<file path="src/rtl/zero_mem_pkg.sv">
// rtl/zero_mem_pkg.sv - shared types and constants for the RAM arbiter
package zero_mem_pkg;

    localparam int ADDR_W = 64;
    localparam int DATA_W = 64;
    localparam logic [ADDR_W-1:0] RAM_BASE_DEFAULT = 64'h8000_0000;
    localparam int MAX_MEM_STREAK_DEFAULT = 4;

    typedef enum logic [1:0] {
        SIZE_B = 2'd0,
        SIZE_H = 2'd1,
        SIZE_W = 2'd2,
        SIZE_D = 2'd3
    } mem_size_e;

    typedef enum logic [1:0] {
        ST_IDLE   = 2'd0,
        ST_ACCESS = 2'd1,
        ST_WAIT   = 2'd2,
        ST_RESP   = 2'd3
    } arb_state_e;

    typedef enum logic {
        REQ_IF  = 1'b0,
        REQ_MEM = 1'b1
    } req_id_e;

    // Right-aligned byte-lane mask covering one access of the given size
    function automatic logic [DATA_W-1:0] size_mask(input logic [1:0] size);
        case (size)
            SIZE_B:  size_mask = 64'h0000_0000_0000_00FF;
            SIZE_H:  size_mask = 64'h0000_0000_0000_FFFF;
            SIZE_W:  size_mask = 64'h0000_0000_FFFF_FFFF;
            default: size_mask = '1;
        endcase
    endfunction

endpackage

</file>
<file path="src/rtl/ram_arbiter_if.sv">
// rtl/ram_arbiter_if.sv - requester and RAMHelper signal bundle for the arbiter
interface ram_arbiter_if;
    import zero_mem_pkg::*;

    logic              if_req_valid;
    logic              if_req_ready;
    logic [ADDR_W-1:0] if_req_addr;
    logic              if_resp_valid;
    logic              if_resp_ready;
    logic [31:0]       if_resp_inst;
    logic              if_resp_err;

    logic              mem_req_valid;
    logic              mem_req_ready;
    logic [ADDR_W-1:0] mem_req_addr;
    logic              mem_req_wen;
    logic [1:0]        mem_req_size;
    logic [DATA_W-1:0] mem_req_wdata;
    logic              mem_resp_valid;
    logic              mem_resp_ready;
    logic [DATA_W-1:0] mem_resp_rdata;
    logic              mem_resp_err;

    logic              ram_ren;
    logic [ADDR_W-1:0] ram_ridx;
    logic [DATA_W-1:0] ram_rdata;
    logic              ram_wen;
    logic [ADDR_W-1:0] ram_widx;
    logic [DATA_W-1:0] ram_wdata;
    logic [DATA_W-1:0] ram_wmask;

    modport slave (
        input  if_req_valid, if_req_addr, if_resp_ready,
        input  mem_req_valid, mem_req_addr, mem_req_wen, mem_req_size, mem_req_wdata, mem_resp_ready,
        input  ram_rdata,
        output if_req_ready, if_resp_valid, if_resp_inst, if_resp_err,
        output mem_req_ready, mem_resp_valid, mem_resp_rdata, mem_resp_err,
        output ram_ren, ram_ridx, ram_wen, ram_widx, ram_wdata, ram_wmask
    );

    modport master (
        output if_req_valid, if_req_addr, if_resp_ready,
        output mem_req_valid, mem_req_addr, mem_req_wen, mem_req_size, mem_req_wdata, mem_resp_ready,
        output ram_rdata,
        input  if_req_ready, if_resp_valid, if_resp_inst, if_resp_err,
        input  mem_req_ready, mem_resp_valid, mem_resp_rdata, mem_resp_err,
        input  ram_ren, ram_ridx, ram_wen, ram_widx, ram_wdata, ram_wmask
    );
endinterface

</file>
<file path="src/rtl/mem_lane_align.sv">
// rtl/mem_lane_align.sv - byte-lane mask, store shift, load extract and misalign check
module mem_lane_align
    import zero_mem_pkg::*;
(
    input  logic [2:0]        addr_lo_i,
    input  logic [1:0]        size_i,
    input  logic [DATA_W-1:0] wdata_i,
    input  logic [DATA_W-1:0] rdata_i,
    output logic [DATA_W-1:0] wmask_o,
    output logic [DATA_W-1:0] wdata_o,
    output logic [DATA_W-1:0] rdata_o,
    output logic              misalign_o
);
    logic [5:0]        shamt;
    logic [DATA_W-1:0] smask;

    // Lane position is the byte offset inside the 8-byte RAM word
    always_comb begin
        shamt   = {addr_lo_i, 3'b000};
        smask   = size_mask(size_i);
        wmask_o = smask << shamt;
        wdata_o = wdata_i << shamt;
        rdata_o = (rdata_i >> shamt) & smask;
        case (size_i)
            SIZE_B:  misalign_o = 1'b0;
            SIZE_H:  misalign_o = addr_lo_i[0];
            SIZE_W:  misalign_o = |addr_lo_i[1:0];
            default: misalign_o = |addr_lo_i;
        endcase
    end
endmodule

</file>
<file path="src/rtl/ram_arbiter.sv">
// rtl/ram_arbiter.sv - shares the RAMHelper port between instruction fetch and load/store
module ram_arbiter
    import zero_mem_pkg::*;
#(
    parameter logic [ADDR_W-1:0] RAM_BASE       = RAM_BASE_DEFAULT,
    parameter int                MAX_MEM_STREAK = MAX_MEM_STREAK_DEFAULT
) (
    input  logic         clk,
    input  logic         rst,
    ram_arbiter_if.slave bus
);
    localparam int STREAK_W = $clog2(MAX_MEM_STREAK + 1);
    localparam logic [STREAK_W-1:0] STREAK_MAX = STREAK_W'(MAX_MEM_STREAK);

    arb_state_e          state_q;
    req_id_e             owner_q;
    logic [2:0]          addr_lo_q;
    logic [1:0]          size_q;
    logic                wen_q;
    logic [STREAK_W-1:0] streak_q;

    logic              ram_ren_q, ram_wen_q;
    logic [ADDR_W-1:0] ram_ridx_q, ram_widx_q;
    logic [DATA_W-1:0] ram_wdata_q, ram_wmask_q;
    logic              if_resp_valid_q, if_resp_err_q;
    logic [31:0]       if_resp_inst_q;
    logic              mem_resp_valid_q, mem_resp_err_q;
    logic [DATA_W-1:0] mem_resp_rdata_q;

    logic              grant_if, grant_mem, in_idle;
    logic [ADDR_W-1:0] acc_addr, acc_idx;
    logic [1:0]        acc_size;
    logic              acc_wen;
    logic [2:0]        la_addr_lo;
    logic [1:0]        la_size;
    logic [DATA_W-1:0] la_wmask, la_wdata, la_rdata;
    logic              la_misalign;

    // Grant selection and accept-time request decode; lane unit sees the live request in IDLE, the latched one afterwards
    always_comb begin
        grant_mem  = bus.mem_req_valid && (!bus.if_req_valid || streak_q != STREAK_MAX);
        grant_if   = bus.if_req_valid && !grant_mem;
        in_idle    = (state_q == ST_IDLE) && !rst;
        acc_addr   = grant_mem ? bus.mem_req_addr : bus.if_req_addr;
        acc_size   = grant_mem ? bus.mem_req_size : SIZE_W;
        acc_wen    = grant_mem && bus.mem_req_wen;
        acc_idx    = (acc_addr - RAM_BASE) >> 3;
        la_addr_lo = in_idle ? acc_addr[2:0] : addr_lo_q;
        la_size    = in_idle ? acc_size : size_q;
    end

    mem_lane_align u_align (
        .addr_lo_i  (la_addr_lo),
        .size_i     (la_size),
        .wdata_i    (bus.mem_req_wdata),
        .rdata_i    (bus.ram_rdata),
        .wmask_o    (la_wmask),
        .wdata_o    (la_wdata),
        .rdata_o    (la_rdata),
        .misalign_o (la_misalign)
    );

    assign bus.if_req_ready   = in_idle && grant_if;
    assign bus.mem_req_ready  = in_idle && grant_mem;
    assign bus.ram_ren        = ram_ren_q;
    assign bus.ram_wen        = ram_wen_q;
    assign bus.ram_ridx       = ram_ridx_q;
    assign bus.ram_widx       = ram_widx_q;
    assign bus.ram_wdata      = ram_wdata_q;
    assign bus.ram_wmask      = ram_wmask_q;
    assign bus.if_resp_valid  = if_resp_valid_q;
    assign bus.if_resp_inst   = if_resp_inst_q;
    assign bus.if_resp_err    = if_resp_err_q;
    assign bus.mem_resp_valid = mem_resp_valid_q;
    assign bus.mem_resp_rdata = mem_resp_rdata_q;
    assign bus.mem_resp_err   = mem_resp_err_q;

    // Transaction FSM: one access at a time, RAM strobes pulse only in ACCESS
    always_ff @(posedge clk) begin
        if (rst) begin
            state_q          <= ST_IDLE;
            owner_q          <= REQ_IF;
            addr_lo_q        <= '0;
            size_q           <= '0;
            wen_q            <= 1'b0;
            streak_q         <= '0;
            ram_ren_q        <= 1'b0;
            ram_wen_q        <= 1'b0;
            ram_ridx_q       <= '0;
            ram_widx_q       <= '0;
            ram_wdata_q      <= '0;
            ram_wmask_q      <= '0;
            if_resp_valid_q  <= 1'b0;
            if_resp_inst_q   <= '0;
            if_resp_err_q    <= 1'b0;
            mem_resp_valid_q <= 1'b0;
            mem_resp_rdata_q <= '0;
            mem_resp_err_q   <= 1'b0;
        end else begin
            ram_ren_q <= 1'b0;
            ram_wen_q <= 1'b0;
            case (state_q)
                ST_IDLE: begin
                    if (grant_if || grant_mem) begin
                        owner_q   <= grant_mem ? REQ_MEM : REQ_IF;
                        addr_lo_q <= acc_addr[2:0];
                        size_q    <= acc_size;
                        wen_q     <= acc_wen;
                        if (grant_if) begin
                            streak_q <= '0;
                        end else if (bus.if_req_valid && streak_q != STREAK_MAX) begin
                            streak_q <= streak_q + 1'b1;
                        end
                        if (la_misalign) begin
                            state_q <= ST_RESP;
                            if (grant_mem) begin
                                mem_resp_valid_q <= 1'b1;
                                mem_resp_err_q   <= 1'b1;
                                mem_resp_rdata_q <= '0;
                            end else begin
                                if_resp_valid_q <= 1'b1;
                                if_resp_err_q   <= 1'b1;
                                if_resp_inst_q  <= '0;
                            end
                        end else begin
                            state_q <= ST_ACCESS;
                            if (acc_wen) begin
                                ram_wen_q   <= 1'b1;
                                ram_widx_q  <= acc_idx;
                                ram_wdata_q <= la_wdata;
                                ram_wmask_q <= la_wmask;
                            end else begin
                                ram_ren_q  <= 1'b1;
                                ram_ridx_q <= acc_idx;
                            end
                        end
                    end
                end
                ST_ACCESS: begin
                    if (wen_q) begin
                        state_q          <= ST_RESP;
                        mem_resp_valid_q <= 1'b1;
                        mem_resp_err_q   <= 1'b0;
                        mem_resp_rdata_q <= '0;
                    end else begin
                        state_q <= ST_WAIT;
                    end
                end
                ST_WAIT: begin
                    state_q <= ST_RESP;
                    if (owner_q == REQ_MEM) begin
                        mem_resp_valid_q <= 1'b1;
                        mem_resp_err_q   <= 1'b0;
                        mem_resp_rdata_q <= la_rdata;
                    end else begin
                        if_resp_valid_q <= 1'b1;
                        if_resp_err_q   <= 1'b0;
                        if_resp_inst_q  <= la_rdata[31:0];
                    end
                end
                default: begin
                    if ((owner_q == REQ_MEM) ? bus.mem_resp_ready : bus.if_resp_ready) begin
                        state_q          <= ST_IDLE;
                        if_resp_valid_q  <= 1'b0;
                        mem_resp_valid_q <= 1'b0;
                    end
                end
            endcase
        end
    end
endmodule

</file>
<file path="src/flat_wrapper.sv">
// flat-port wrapper written by rule: the top's interface ports become plain ports
module ram_arbiter_flat import zero_mem_pkg::*;
#(
    parameter logic [ADDR_W-1:0] RAM_BASE       = RAM_BASE_DEFAULT,
    parameter int                MAX_MEM_STREAK = MAX_MEM_STREAK_DEFAULT
)
  (clk, rst, bus_if_req_valid, bus_if_req_addr, bus_if_resp_ready, bus_mem_req_valid, bus_mem_req_addr, bus_mem_req_wen, bus_mem_req_size, bus_mem_req_wdata, bus_mem_resp_ready, bus_ram_rdata, bus_if_req_ready, bus_if_resp_valid, bus_if_resp_inst, bus_if_resp_err, bus_mem_req_ready, bus_mem_resp_valid, bus_mem_resp_rdata, bus_mem_resp_err, bus_ram_ren, bus_ram_ridx, bus_ram_wen, bus_ram_widx, bus_ram_wdata, bus_ram_wmask);
  ram_arbiter_if bus_i ();
  input  logic clk;
  input  logic rst;
  input wire logic [$bits(bus_i.if_req_valid)-1:0] bus_if_req_valid;
  input wire logic [$bits(bus_i.if_req_addr)-1:0] bus_if_req_addr;
  input wire logic [$bits(bus_i.if_resp_ready)-1:0] bus_if_resp_ready;
  input wire logic [$bits(bus_i.mem_req_valid)-1:0] bus_mem_req_valid;
  input wire logic [$bits(bus_i.mem_req_addr)-1:0] bus_mem_req_addr;
  input wire logic [$bits(bus_i.mem_req_wen)-1:0] bus_mem_req_wen;
  input wire logic [$bits(bus_i.mem_req_size)-1:0] bus_mem_req_size;
  input wire logic [$bits(bus_i.mem_req_wdata)-1:0] bus_mem_req_wdata;
  input wire logic [$bits(bus_i.mem_resp_ready)-1:0] bus_mem_resp_ready;
  input wire logic [$bits(bus_i.ram_rdata)-1:0] bus_ram_rdata;
  output wire logic [$bits(bus_i.if_req_ready)-1:0] bus_if_req_ready;
  output wire logic [$bits(bus_i.if_resp_valid)-1:0] bus_if_resp_valid;
  output wire logic [$bits(bus_i.if_resp_inst)-1:0] bus_if_resp_inst;
  output wire logic [$bits(bus_i.if_resp_err)-1:0] bus_if_resp_err;
  output wire logic [$bits(bus_i.mem_req_ready)-1:0] bus_mem_req_ready;
  output wire logic [$bits(bus_i.mem_resp_valid)-1:0] bus_mem_resp_valid;
  output wire logic [$bits(bus_i.mem_resp_rdata)-1:0] bus_mem_resp_rdata;
  output wire logic [$bits(bus_i.mem_resp_err)-1:0] bus_mem_resp_err;
  output wire logic [$bits(bus_i.ram_ren)-1:0] bus_ram_ren;
  output wire logic [$bits(bus_i.ram_ridx)-1:0] bus_ram_ridx;
  output wire logic [$bits(bus_i.ram_wen)-1:0] bus_ram_wen;
  output wire logic [$bits(bus_i.ram_widx)-1:0] bus_ram_widx;
  output wire logic [$bits(bus_i.ram_wdata)-1:0] bus_ram_wdata;
  output wire logic [$bits(bus_i.ram_wmask)-1:0] bus_ram_wmask;
  assign bus_i.if_req_valid = bus_if_req_valid;
  assign bus_i.if_req_addr = bus_if_req_addr;
  assign bus_i.if_resp_ready = bus_if_resp_ready;
  assign bus_i.mem_req_valid = bus_mem_req_valid;
  assign bus_i.mem_req_addr = bus_mem_req_addr;
  assign bus_i.mem_req_wen = bus_mem_req_wen;
  assign bus_i.mem_req_size = bus_mem_req_size;
  assign bus_i.mem_req_wdata = bus_mem_req_wdata;
  assign bus_i.mem_resp_ready = bus_mem_resp_ready;
  assign bus_i.ram_rdata = bus_ram_rdata;
  assign bus_if_req_ready = bus_i.if_req_ready;
  assign bus_if_resp_valid = bus_i.if_resp_valid;
  assign bus_if_resp_inst = bus_i.if_resp_inst;
  assign bus_if_resp_err = bus_i.if_resp_err;
  assign bus_mem_req_ready = bus_i.mem_req_ready;
  assign bus_mem_resp_valid = bus_i.mem_resp_valid;
  assign bus_mem_resp_rdata = bus_i.mem_resp_rdata;
  assign bus_mem_resp_err = bus_i.mem_resp_err;
  assign bus_ram_ren = bus_i.ram_ren;
  assign bus_ram_ridx = bus_i.ram_ridx;
  assign bus_ram_wen = bus_i.ram_wen;
  assign bus_ram_widx = bus_i.ram_widx;
  assign bus_ram_wdata = bus_i.ram_wdata;
  assign bus_ram_wmask = bus_i.ram_wmask;
  ram_arbiter #(.RAM_BASE(RAM_BASE), .MAX_MEM_STREAK(MAX_MEM_STREAK)) u_core (.clk(clk), .rst(rst), .bus(bus_i));
endmodule
</file>
<file path="config.mk">
export PLATFORM = sky130hd
export DESIGN_NAME = ram_arbiter_flat
export DESIGN_NICKNAME = d
export VERILOG_FILES = /design/src/rtl/zero_mem_pkg.sv /design/src/rtl/ram_arbiter_if.sv /design/src/rtl/mem_lane_align.sv /design/src/rtl/ram_arbiter.sv /design/src/flat_wrapper.sv
export SDC_FILE = /design/constraint.sdc
export NUM_CORES = 1
export LEC_CHECK = 0
export BUFFER_PORTS_ARGS = -buffer_cell sky130_fd_sc_hd__buf_4
export CAP_MARGIN = 25
export CORE_AREA = 2 2 241 243
export CTS_CLUSTER_SIZE = 12
export DETAILED_ROUTE_END_ITERATION = 8
export DIE_AREA = 0 0 243 245
export MAX_ROUTING_LAYER = met4
export PLACE_DENSITY = 0.56
export SLEW_MARGIN = 5
export SYNTH_ARGS = -nofsm -noshare
export SYNTH_HDL_FRONTEND = slang
export SYNTH_SLANG_ARGS = --single-unit
</file>
<file path="constraint.sdc">
create_clock -name clk -period 4.6 [get_ports clk]
set_clock_uncertainty 0.1 [all_clocks]
set_input_delay 0.69 -clock clk [delete_from_list [all_inputs] [get_ports clk]]
set_output_delay 0.69 -clock clk [all_outputs]
set_load 0.02 [all_outputs]
</file>
# Yosys cells after proc, flatten, opt, wreduce, memory -nomap -nowiden
# Cells that the tools add are included.
op_classes:
  n_addsub: 2
  eq_ne: 12
  n_shift: 3
  n_mux: 45
  bitwise_logic: 6
  reduce_logical: 31
op_table:
  columns: ["operator", "n"]
  rows:
  - ["64-bit two-way mux", 6]
  - ["64-bit case mux with 3 select lines", 2]
  - ["32-bit two-way mux", 4]
  - ["64-bit by 6-bit left shift with 64-bit output", 2]
  - ["64-bit AND", 1]
  - ["32-bit case mux with 2 select lines", 1]
  - ["64-bit by 6-bit >> shifter with 64-bit output", 1]
  - ["64-bit by 32-bit subtractor with 64-bit output (second input constant)", 1]
  - ["1-bit two-way mux", 18]
  - ["6-bit AND reduction", 3]
  - ["1-bit case mux with 3 select lines", 4]
  - ["2-bit two-way mux", 5]
  - ["3-bit two-way mux", 3]
  - ["2-bit by 1-bit inequality test with 1-bit output (second input constant)", 4]
  - ["4-bit AND reduction", 2]
  - ["1-bit logical AND", 7]
  - ["2-bit inequality test (second input constant)", 3]
  - ["2-bit case mux with 3 select lines", 1]
  - ["3-bit nonzero test", 2]
  - ["1-bit inverter", 5]
  - ["5-bit AND reduction", 1]
  - ["2-bit by 1-bit equality test with 1-bit output (second input constant)", 2]
  - ["2-bit equality test (second input constant)", 2]
  - ["2-bit zero test", 2]
  - ["other kinds (12)", 17]
word_totals:
  regBits: 364
  out_inout_bits: 360
  wordCells: 117

# Longest topological paths before layout
# Gate-level depths: netlist (run 1).
depth:
  word_depth: 10
  mapped_depth: 16
  depth_no_buf: 12

# Modules after synthesis
# A second synthesis (run 1) with hierarchy kept.
hier_totals:
  hier_cells: 2430
  area_unflattened_um2: 19059.5
modules_own_cells:
  columns: ["mod", "n_inst", "cells_per_inst", "area_per_inst_um2", "seq_area_each_um2"]
  rows:
  - ["ram_arbiter", 1, 1889, 15164.5, 7287.0]
  - ["mem_lane_align", 1, 541, 3895.0, 0.0]

# Worst setup path before layout (run 1)
# No wires, ideal clock.
synth_path:
  kind: "in2reg"
  from: "input port bus_if_req_valid"
  to: "register u_core.ram_ridx_q[54] (netlist: u_core.bus.ram_ridx[54])"
  arrival_time_ns: 3.929
  t_required_ns: 4.423
  path_slack_ns: 0.494
  stages: 13
  n_path_buf: 3
  cell_sequence: "nand3_2 -> nand2_1 -> clkbuf_1 -> buf_1 -> buf_2 -> mux2i_1 -> ha_1 -> o21ai_1 -> a211oi_2 -> nand3_2 -> or4_4 -> or3_1 -> a41oi_2"
synth_between:
  elab_chain_cells: 9
  word_cells_on_any_way: 21
  classes_between: "add/sub: 1; eq/ne: 2; mux: 5; bitwise: 2; reduce/logical: 11"
synth_rtl:
  columns: ["element", "line", "source"]
  rows:
  - ["from (decl)", "flat_wrapper.sv:11", "input wire logic [$bits(bus_i.if_req_valid)-1:0] bus_if_req_valid;"]
  - ["branches (longest 9 deep; another with 64-bit by 32-bit subtractor with 64-bit output)", null, null]
  - ["to (signal assigned)", "ram_arbiter.sv:134", "ram_ridx_q <= acc_idx;"]
  - ["to (decl)", "ram_arbiter.sv:23", "logic [ADDR_W-1:0] ram_ridx_q, ram_widx_q;"]
# Several ways; the timed one is not identified.
# A chain may end at the register's enable or synchronous reset.

# Worst setup path after layout (run 1)
layout_path:
  from: "register u_core.state_q[1]"
  to: "register u_core.ram_wdata_q[3] (netlist: u_core.bus.ram_wdata[3])"
layout_between:
  elab_chain_cells: 7
  word_cells_on_any_way: 13
  classes_between: "eq/ne: 2; shift: 1; mux: 3; bitwise: 1; reduce/logical: 6"
layout_rtl:
  columns: ["element", "line", "source"]
  rows:
  - ["from (decl)", "ram_arbiter.sv:15", "arb_state_e state_q;"]
  - ["from (signal assigned)", "ram_arbiter.sv:81", "state_q <= ST_IDLE;"]
  - ["from (signal assigned)", "ram_arbiter.sv:115", "state_q <= ST_RESP;"]
  - ["from (signal assigned)", "ram_arbiter.sv:126", "state_q <= ST_ACCESS;"]
  - ["2-bit zero test *", "ram_arbiter.sv:43, ram_arbiter.sv:102", null]
  - ["branches (longest 6 deep; another with 64-bit by 6-bit left shift with 64-bit output)", null, null]
  - ["to (signal assigned)", "ram_arbiter.sv:130", "ram_wdata_q <= la_wdata;"]
  - ["to (decl)", "ram_arbiter.sv:24", "logic [DATA_W-1:0] ram_wdata_q, ram_wmask_q;"]
# Every way passes the cells marked *.

==> key figures, run 1 <==
STA
  • RSZ-0062 raised after global routing: no
  • Worst hold margin: between 0.2 and 0.3 ns
  • Final hold viol count: 0
  • Post-route worst setup slack: 0.773 ns
  • Final setup vio count: 0
  • Maximum clock frequency: 261 MHz
  • Total negative slack: 0 ns
  • Minimum clock period: 3.83 ns
  • Slew Limit Fails: 0
  • Worst slew pin tran: 1.03 ns
  • Relative slew slack: 0.312
  • Final Cycle Share: 0.832

Cells and area
  • Most frequent cells in the layout: buf_4, dfxtp_1, mux2i_1, nand2_1, nor2_1
  • Final core utilization: 0.392
  • Ratio of cells with drive above 1 in the final layout: 0.324
  • Syn-to-layout area delta: 40.8%
  • Final instance area: ~0.022 sq mm
  • Most common cell after layout, fill and taps aside: buf_4
  • Nets: 2,613
  • Fill cells: 5,850

Routing
  • Vias per cell: 5.18
  • 1st-iter DRT viols: 932
  • DR vias: around 16k
  • Routed wire per std cell: 22.9 um
  • Drt first pass iters: 5
  • Residual DRC: 0
  • Post-route ant nets: 0
  • WL final: 71,900 um

Yosys
  • Post-Syn Instances: 1,840
  • #FFs+latches synth: 308
  • Async S/R FF share, synth: 0
  • Share of the yosys chip area belonging to registers: 0.389
  • Yosys warns: 0
  • Syn avg cell area: 8.62 sq um
  • Synth Cell Area: 0.0159 sq mm
  • Synth Flop Type: dfxtp_1
  • Cell variety after synth: 74
  • Post-synth EDFFs: 0

Critical path
  • Setup CP Type: reg2reg
  • Worst path max stage delay: 0.76 ns
  • Most used cell, CP: buf_4
  • CP endpoint kind: register
  • Worst Path Required: 4.96 ns
  • CP Data Arrival Time: 4.19 ns
  • Crit-path cells: inv_1 -> ha_1 -> buf_4 -> nand2b_1 -> a31oi_1 -> a21o_4 -> buf_4 -> nand2_1 -> nor2_1 -> buf_4 -> nand3_1 -> a21oi_1
  • CP Max Fanout: 66
  • Critical path launch point type: register
  • Slowest stage cell on the critical path: buf_4

Clock network
  • Clk buf depth: 3
  • Clock root buffer: clkbuf_16
  • PostCTS Resize Cnt: 0
  • Number of setup buffers added after CTS: 0
  • TritonCTS Buffers: 39
  • Later-pin clock latency in the skew report: 0.56 ns
  • CTS tree: yes
  • Hold_buf cts: 0
  • Htree depth: 2
  • CTS Sinks: 308
  • Worst-path clk slew: ~0.06 ns

Die
  • Initial core utilization: 0.278
  • Die Span X: roughly 240 um
  • Die Footprint: 0.0595 sq mm
  • Row cnt: 88
  • Ports: 625
  • Core area: 0.0570 sq mm
  • Die Ht: 245 um

Global route
  • Initial antenna violation count: 9
  • GRT overflow: 0
  • First-pass GRT wire length: 104,000 um
  • All-Layer GR Usage: 0.235
  • Largest net degree at the start of global routing: between 150 and 200
  • Vias in the first global route: 15.9k

Power
  • PwrDens: 562 mW/mm^2
  • Leak Pwr: 0.00965 uW
  • Peak VDD IR: 0.000371 V

Place
  • Final Wtd Congestion: 0.933
  • Pre-CTS WS: 0.768 ns
  • DPL Wire Length: about 54,000 um
  • # port buffers: 618
  • Placed cell areas: 0.0210 sq mm

Run
  • Max-cap violations: 0

Status
  • Status: finished, final reports clean

Worst hold path
  • Hold Crit Class: in2reg
-- state kept, by name, indices dropped and copies added, names as in the netlist --
name,flops
u_core.bus.ram_widx,61
u_core.bus.if_resp_inst,32
u_core.size_q,2
u_core.bus.mem_resp_valid,1
u_core.bus.ram_ren,1
u_core.bus.ram_ridx,61
u_core.bus.mem_resp_rdata,64
u_core.state_q,2
u_core.bus.if_resp_err,1
u_core.bus.ram_wdata,64
u_core.bus.ram_wen,1
u_core.bus.mem_resp_err,1
u_core.wen_q,1
u_core.bus.ram_wmask,8
u_core.streak_q,3
u_core.bus.if_resp_valid,1
u_core.addr_lo_q,3
u_core.owner_q,1
-- cell usage after synthesis (all sizes together) (8+ instances only) --
master   count  area, sq um
dfxtp      308         6170
mux2i      211         2120
nand2      195          732
nor2       179          672
a21oi      139          699
buf        117          726
clkbuf      91          342
a211oi      87          658
o2bb2ai     78          683
nor3        43          220
o22ai       40          250
nand3       39          205
o21ai       36          180
or3         32          205
a22o        29          254
xnor2       23          201
xor2        14          123
nor4        13         93.8
a31oi       11         68.8
a22oi       10         75.1
a2bb2oi     10         87.6
inv         10         37.5
nand4       10         62.6
o221ai       9         78.8
a221oi       8         70.1
o211a        8         80.1
or4          8         63.8
-- per-stage QoR --
step,power (uW),std cells
floorplan,7080,1845
global placement,9330,3065
detailed placement,9360,3065
CTS,12700,3134
global route,13200,3143
finish,12600,3143
-- cell families (layout without fill, tap and decap cells) --
kind of cell    after synthesis  after routing  share of synthesized area
buf+inv                     218            742                     0.0696
xor+xnor                     37             37                     0.0204
compound gates              511            511                      0.226
simple gates                544            544                      0.154
fa+ha+maj                     7              7                    0.00552
mux                         214            214                      0.136
other cells                   1             15                   0.000236
flops                       308            308                      0.389
-- power by group --
group	switching, uW	leakage (uW)	internal (uW)
Clock	1270	0.000664	1980
Sequential	301	0.00250	3080
Combinational	3780	0.00649	2160
Total	5350	0.00965	7210
-- final timing paths --
path                      startpoint                             to  slack [ns]  depth (start not counted)
max reg2reg        u_core.state_q[1]        u_core.bus.ram_wdata[3]        0.77                         12
min                bus_ram_rdata[57]  u_core.bus.mem_resp_rdata[57]        0.29                          2
min reg2reg  u_core.bus.ram_widx[30]        u_core.bus.ram_widx[30]        0.36                          2
max                u_core.state_q[1]        u_core.bus.ram_wdata[3]        0.77                         12
-- routing by layer --
| layer | wire length, um | vias to the layer above | share of wire | track usage |
|---|---|---|---|---|
| met2 | 34800 | 638 | 0.48 | 0.393 |
| met3 | 5490 | 103 | 0.076 | 0.0636 |
| met4 | 2180 | 0 | 0.030 | 0.0736 |
| li1 | - | 7709 | - | - |
| met5 | 0 | - | 0 | - |
| met1 | 29500 | 7828 | 0.41 | 0.275 |
-- layout make-up --
type / instances / area [sq um] / area share
antenna: 9 / 22.5 / 0.00101
clock inverter: 16 / 193 / 0.00862
clock buffer: 53 / 1150 / 0.0515
multi-input combinational: 1319 / 8740 / 0.391
timing repair buffer: 663 / 5080 / 0.227
sequential: 308 / 6170 / 0.276
inverter: 10 / 37.5 / 0.00168
tap: 765 / 957 / 0.0428
-- critical path, delay by kind of cell, from the launching register on --
family / cells / cell delay [ns]
buffers and inverters: 4 / 1.30
AO/OA/AOI/OAI: 3 / 0.79
AND/OR/NAND/NOR: 4 / 1.00
flip-flops: 1 / 0.33
adder cells (fa/ha/maj): 1 / 0.17
No activity file was read; power rests on OpenSTA's default activity.
==> run 2: changes to the inputs <==
--- a/config.mk
+++ b/config.mk
@@ -5,14 +5,15 @@
 export SDC_FILE = /design/constraint.sdc
 export NUM_CORES = 1
 export LEC_CHECK = 0
+export ABC_AREA = 1
 export BUFFER_PORTS_ARGS = -buffer_cell sky130_fd_sc_hd__buf_4
 export CAP_MARGIN = 25
-export CORE_AREA = 2 2 241 243
+export CORE_AREA = 2 2 242 244
 export CTS_CLUSTER_SIZE = 12
 export DETAILED_ROUTE_END_ITERATION = 8
-export DIE_AREA = 0 0 243 245
+export DIE_AREA = 0 0 244 246
 export MAX_ROUTING_LAYER = met4
-export PLACE_DENSITY = 0.56
+export PLACE_DENSITY = 0.59
 export SLEW_MARGIN = 5
 export SYNTH_ARGS = -nofsm -noshare
 export SYNTH_HDL_FRONTEND = slang
==> constraint.sdc (replaced) <==
create_clock -name clk -period 4 [get_ports clk]
set_clock_uncertainty 0.1 [all_clocks]
set_input_delay 0.6 -clock clk [delete_from_list [all_inputs] [get_ports clk]]
set_output_delay 0.6 -clock clk [all_outputs]
set_load 0.02 [all_outputs]
==> key figures, run 2 <==
Status
  • Status: finished, final reports clean

Global route
  • All-Layer GR Usage: 0.248 (+0.0127)
  • Largest net degree at the start of global routing: 110 (-40%)
  • Initial antenna violation count: 4 (-5)
  • Vias in the first global route: 18.4k (+15%)
  • GRT overflow: 0 (unchanged)
  • First-pass GRT wire length: 111,000 um (+7.0%)

Yosys
  • Post-synth top area share: 0.342 (-0.0463)
  • Async S/R FF share, synth: 0 (unchanged)
  • Synth Cell Area: 0.0180 sq mm (+14%)
  • Syn avg cell area: 6.08 sq um (-30%)
  • Top cells by area, synth: dfxtp_1, nand2_1, nor2_1, inv_1, o21ai_0
  • Count leader, synth: nand2_1
  • Yosys warns: 0 (unchanged)
  • Post-Syn Instances: 2,964 (+61%)
  • Cell variety after synth: 42 (-43%)
  • Synth Flop Type: dfxtp_1
  • Post-synth EDFFs: 0 (unchanged)
  • Post-synth top cells: nand2_1, nor2_1, inv_1, dfxtp_1, o21ai_0
  • #FFs+latches synth: 308 (unchanged)
  • Share of the yosys chip area belonging to registers: 0.342 (-0.0463)
  • Largest area contributor in the netlist: dfxtp_1

Die
  • Die Footprint: 0.0600 sq mm (+0.82%)
  • Initial core utilization: 0.314 (+0.0358)
  • Die Ht: 246 um (+0.41%)
  • Die Span X: 244 um (+0.41%)
  • Row cnt: 88 (unchanged)
  • Ports: 625 (unchanged)
  • Core area: 0.0574 sq mm (+0.58%)

Critical path
  • CP Max Fanout: 109 (+65%)
  • Delay-heaviest family, CP: simple AND/OR/NAND/NOR gates
  • Worst Path Required: 4.39 ns (-0.57 ns)
  • Worst path max stage delay: 0.57 ns (-0.19 ns)
  • Setup CP Type: reg2reg
  • Critical path launch point type: register
  • Crit-path cells: inv_1 -> ha_1 -> inv_2 -> nor2_4 -> nand3_2 -> nand2_4 -> buf_12 -> nand2_1 -> nor2_1 -> inv_1 -> o21ai_0 -> a21oi_1 -> a21oi_1
  • Worst path buffer plus inverter count: 4 (unchanged)
  • CP endpoint kind: register
  • Slowest stage cell on the critical path: nor2_1
  • CP Data Arrival Time: 4.01 ns (-0.18 ns)

Cells and area
  • Ratio of cells with drive above 1 in the final layout: 0.232 (-0.0922)
  • Most frequent cells in the layout: nand2_1, buf_4, nor2_1, inv_1, dfxtp_1
  • Syn-to-layout area delta: 33.6%
  • Most common cell after layout, fill and taps aside: nand2_1
  • Nets: 3,706 (+42%)
  • Fin cells: 4,228 (+35%)

Place
  • Final Wtd Congestion: 0.938 (+0.53%)
  • # port buffers: 618 (unchanged)
  • Placed Cells incl. Taps: 4,158 (+36%)
  • DPL Wire Length: 56,200 um (+3.4%)

STA
  • Maximum clock frequency: 277 MHz (+5.9%)
  • RSZ-0062 raised after global routing: no
  • Relative slew slack: 0.368 (+0.0569)
  • Total negative slack: 0 ns (unchanged)
  • Worst slew pin tran: 0.947 ns (-0.0853 ns)
  • Final setup vio count: 0 (unchanged)
  • Final hold viol count: 0 (unchanged)
  • Minimum clock period: 3.61 ns (-0.213 ns)
  • Slew Limit Fails: 0 (unchanged)
  • Final Cycle Share: 0.904 (+0.0715)

Clock network
  • Later-pin clock latency in the skew report: 0.56 ns (about the same)
  • Clock root buffer: clkbuf_16
  • Number of setup buffers added after CTS: 0 (unchanged)
  • CTS tree: yes
  • PostCTS Resize Cnt: 0 (unchanged)
  • Clk buf depth: 3 (unchanged)
  • TritonCTS Buffers: 39 (unchanged)
  • Htree depth: 2 (unchanged)
  • CTS Sinks: 308 (unchanged)
  • Hold_buf cts: 0 (unchanged)
  • Worst-path clk slew: 0.06 ns (about the same)

Worst hold path
  • Hold Crit Class: in2reg

Routing
  • DR vias: 20.0k (+23%)
  • Routed wire per std cell: 17.9 um (-22%)
  • 1st-iter DRT viols: 1,480 (+59%)
  • Post-route ant nets: 0 (unchanged)
  • Drt first pass iters: 5 (unchanged)
  • Vias per cell: 4.72 (-8.9%)
  • WL final: 75,500 um (+4.9%)
  • Residual DRC: 0 (unchanged)

Power
  • Switch Pwr: 9100 uW (+70%)
  • Sequential Power Share: 0.243 (-0.026)
  • PwrDens: 780 mW/mm^2 (+39%)
  • Peak VDD IR: 0.000549 V (+48%)
  • Clock share of power: 0.190 (-0.068)
  • Internal Power: 9670 uW (+34%)
  • Sw frac: 0.485 (+0.0590)
  • Leak Pwr: 0.0122 uW (+26%)
  • Part of the power in combinational logic: 0.567 (+0.094)

Run
  • Max-cap violations: 0 (unchanged)
[run 2: cell types whose count changed after synthesis, moves of 34 or more]
cell,before,now
o22ai_1,40,6
o21ai_0,26,217
nand2_1,195,969
nor2_1,179,348
o2bb2ai_1,78,0
inv_1,8,328
a211oi_1,86,1
nand3_1,37,200
mux2i_1,210,0
[run 2: logic make-up after synthesis]
logic type,Yosys count,share of synthesized area
buffers and inverters,581,0.150
AND/OR/NAND/NOR,1597,0.361
flip-flops,308,0.342
adder cells (fa/ha/maj),7,0.00486
other,1,0.000208
AO/OA/AOI/OAI,457,0.135
XOR/XNOR,13,0.00632
[run 2: final timing paths]
check	start	end	slack, ns	cells past startpoint
max reg2reg	u_core.state_q[1]	u_core.bus.ram_wdata[39]	0.39	13
min	bus_if_req_valid	u_core.streak_q[2]	0.19	2
min reg2reg	u_core.bus.ram_widx[20]	u_core.bus.ram_widx[20]	0.36	2
max	u_core.state_q[1]	u_core.bus.ram_wdata[39]	0.39	13
[run 2: area by class of cell]
class	instances	area, sq um
Tap cell	765	957
Clock inverter	18	213
Multi-Input combinational cell	2080	9220
Timing Repair Buffer	666	5170
Inverter	339	1280
Clock buffer	48	1040
Fill cell	6264	33300
Antenna cell	4	10.0
Sequential cell	308	6170
[run 2: worst reg2reg max path: stages, from the launching register on]
cell     delay [ns]
dfxtp_1        0.34
inv_1          0.12
ha_1           0.37
inv_2          0.12
nor2_4         0.27
nand3_2        0.32
nand2_4        0.17
buf_12         0.35
nand2_1        0.30
nor2_1         0.57
inv_1          0.14
o21ai_0        0.18
a21oi_1        0.06
a21oi_1        0.13
[run 2: layer usage]
layer	up-vias	part of all wire	GRT usage
li1	10078	-	-
met1	8947	0.42	0.309
met2	809	0.46	0.393
met3	123	0.083	0.0587
met4	0	0.032	0.0859
met5	-	0	-
[run 2: power groups by stage]
| stage | registers (uW) | logic [uW] | clock network (uW) |
|---|---|---|---|
| after floorplan | 5510 | 5960 | 0 |
| after global placement | 4610 | 10600 | 0 |
| after detailed placement | 4610 | 10600 | 0 |
| after CTS | 4560 | 10700 | 3650 |
| after global routing | 4650 | 11800 | 3780 |
| final | 4570 | 10600 | 3570 |
[run 2: stage by stage]
step	power, uW	cell area (sq um)	hold WS [ns]	setup WS, ns	utilization
CTS	18900	24100	0.170	0.461	0.419
global route	20200	24100	0.185	0.0314	0.419
detailed placement	15200	22800	0.354	0.473	0.397
floorplan	11500	18000	0.346	1.50	-
global placement	15200	22800	0.348	0.558	0.397
finish	18800	24100	0.195	0.386	0.419
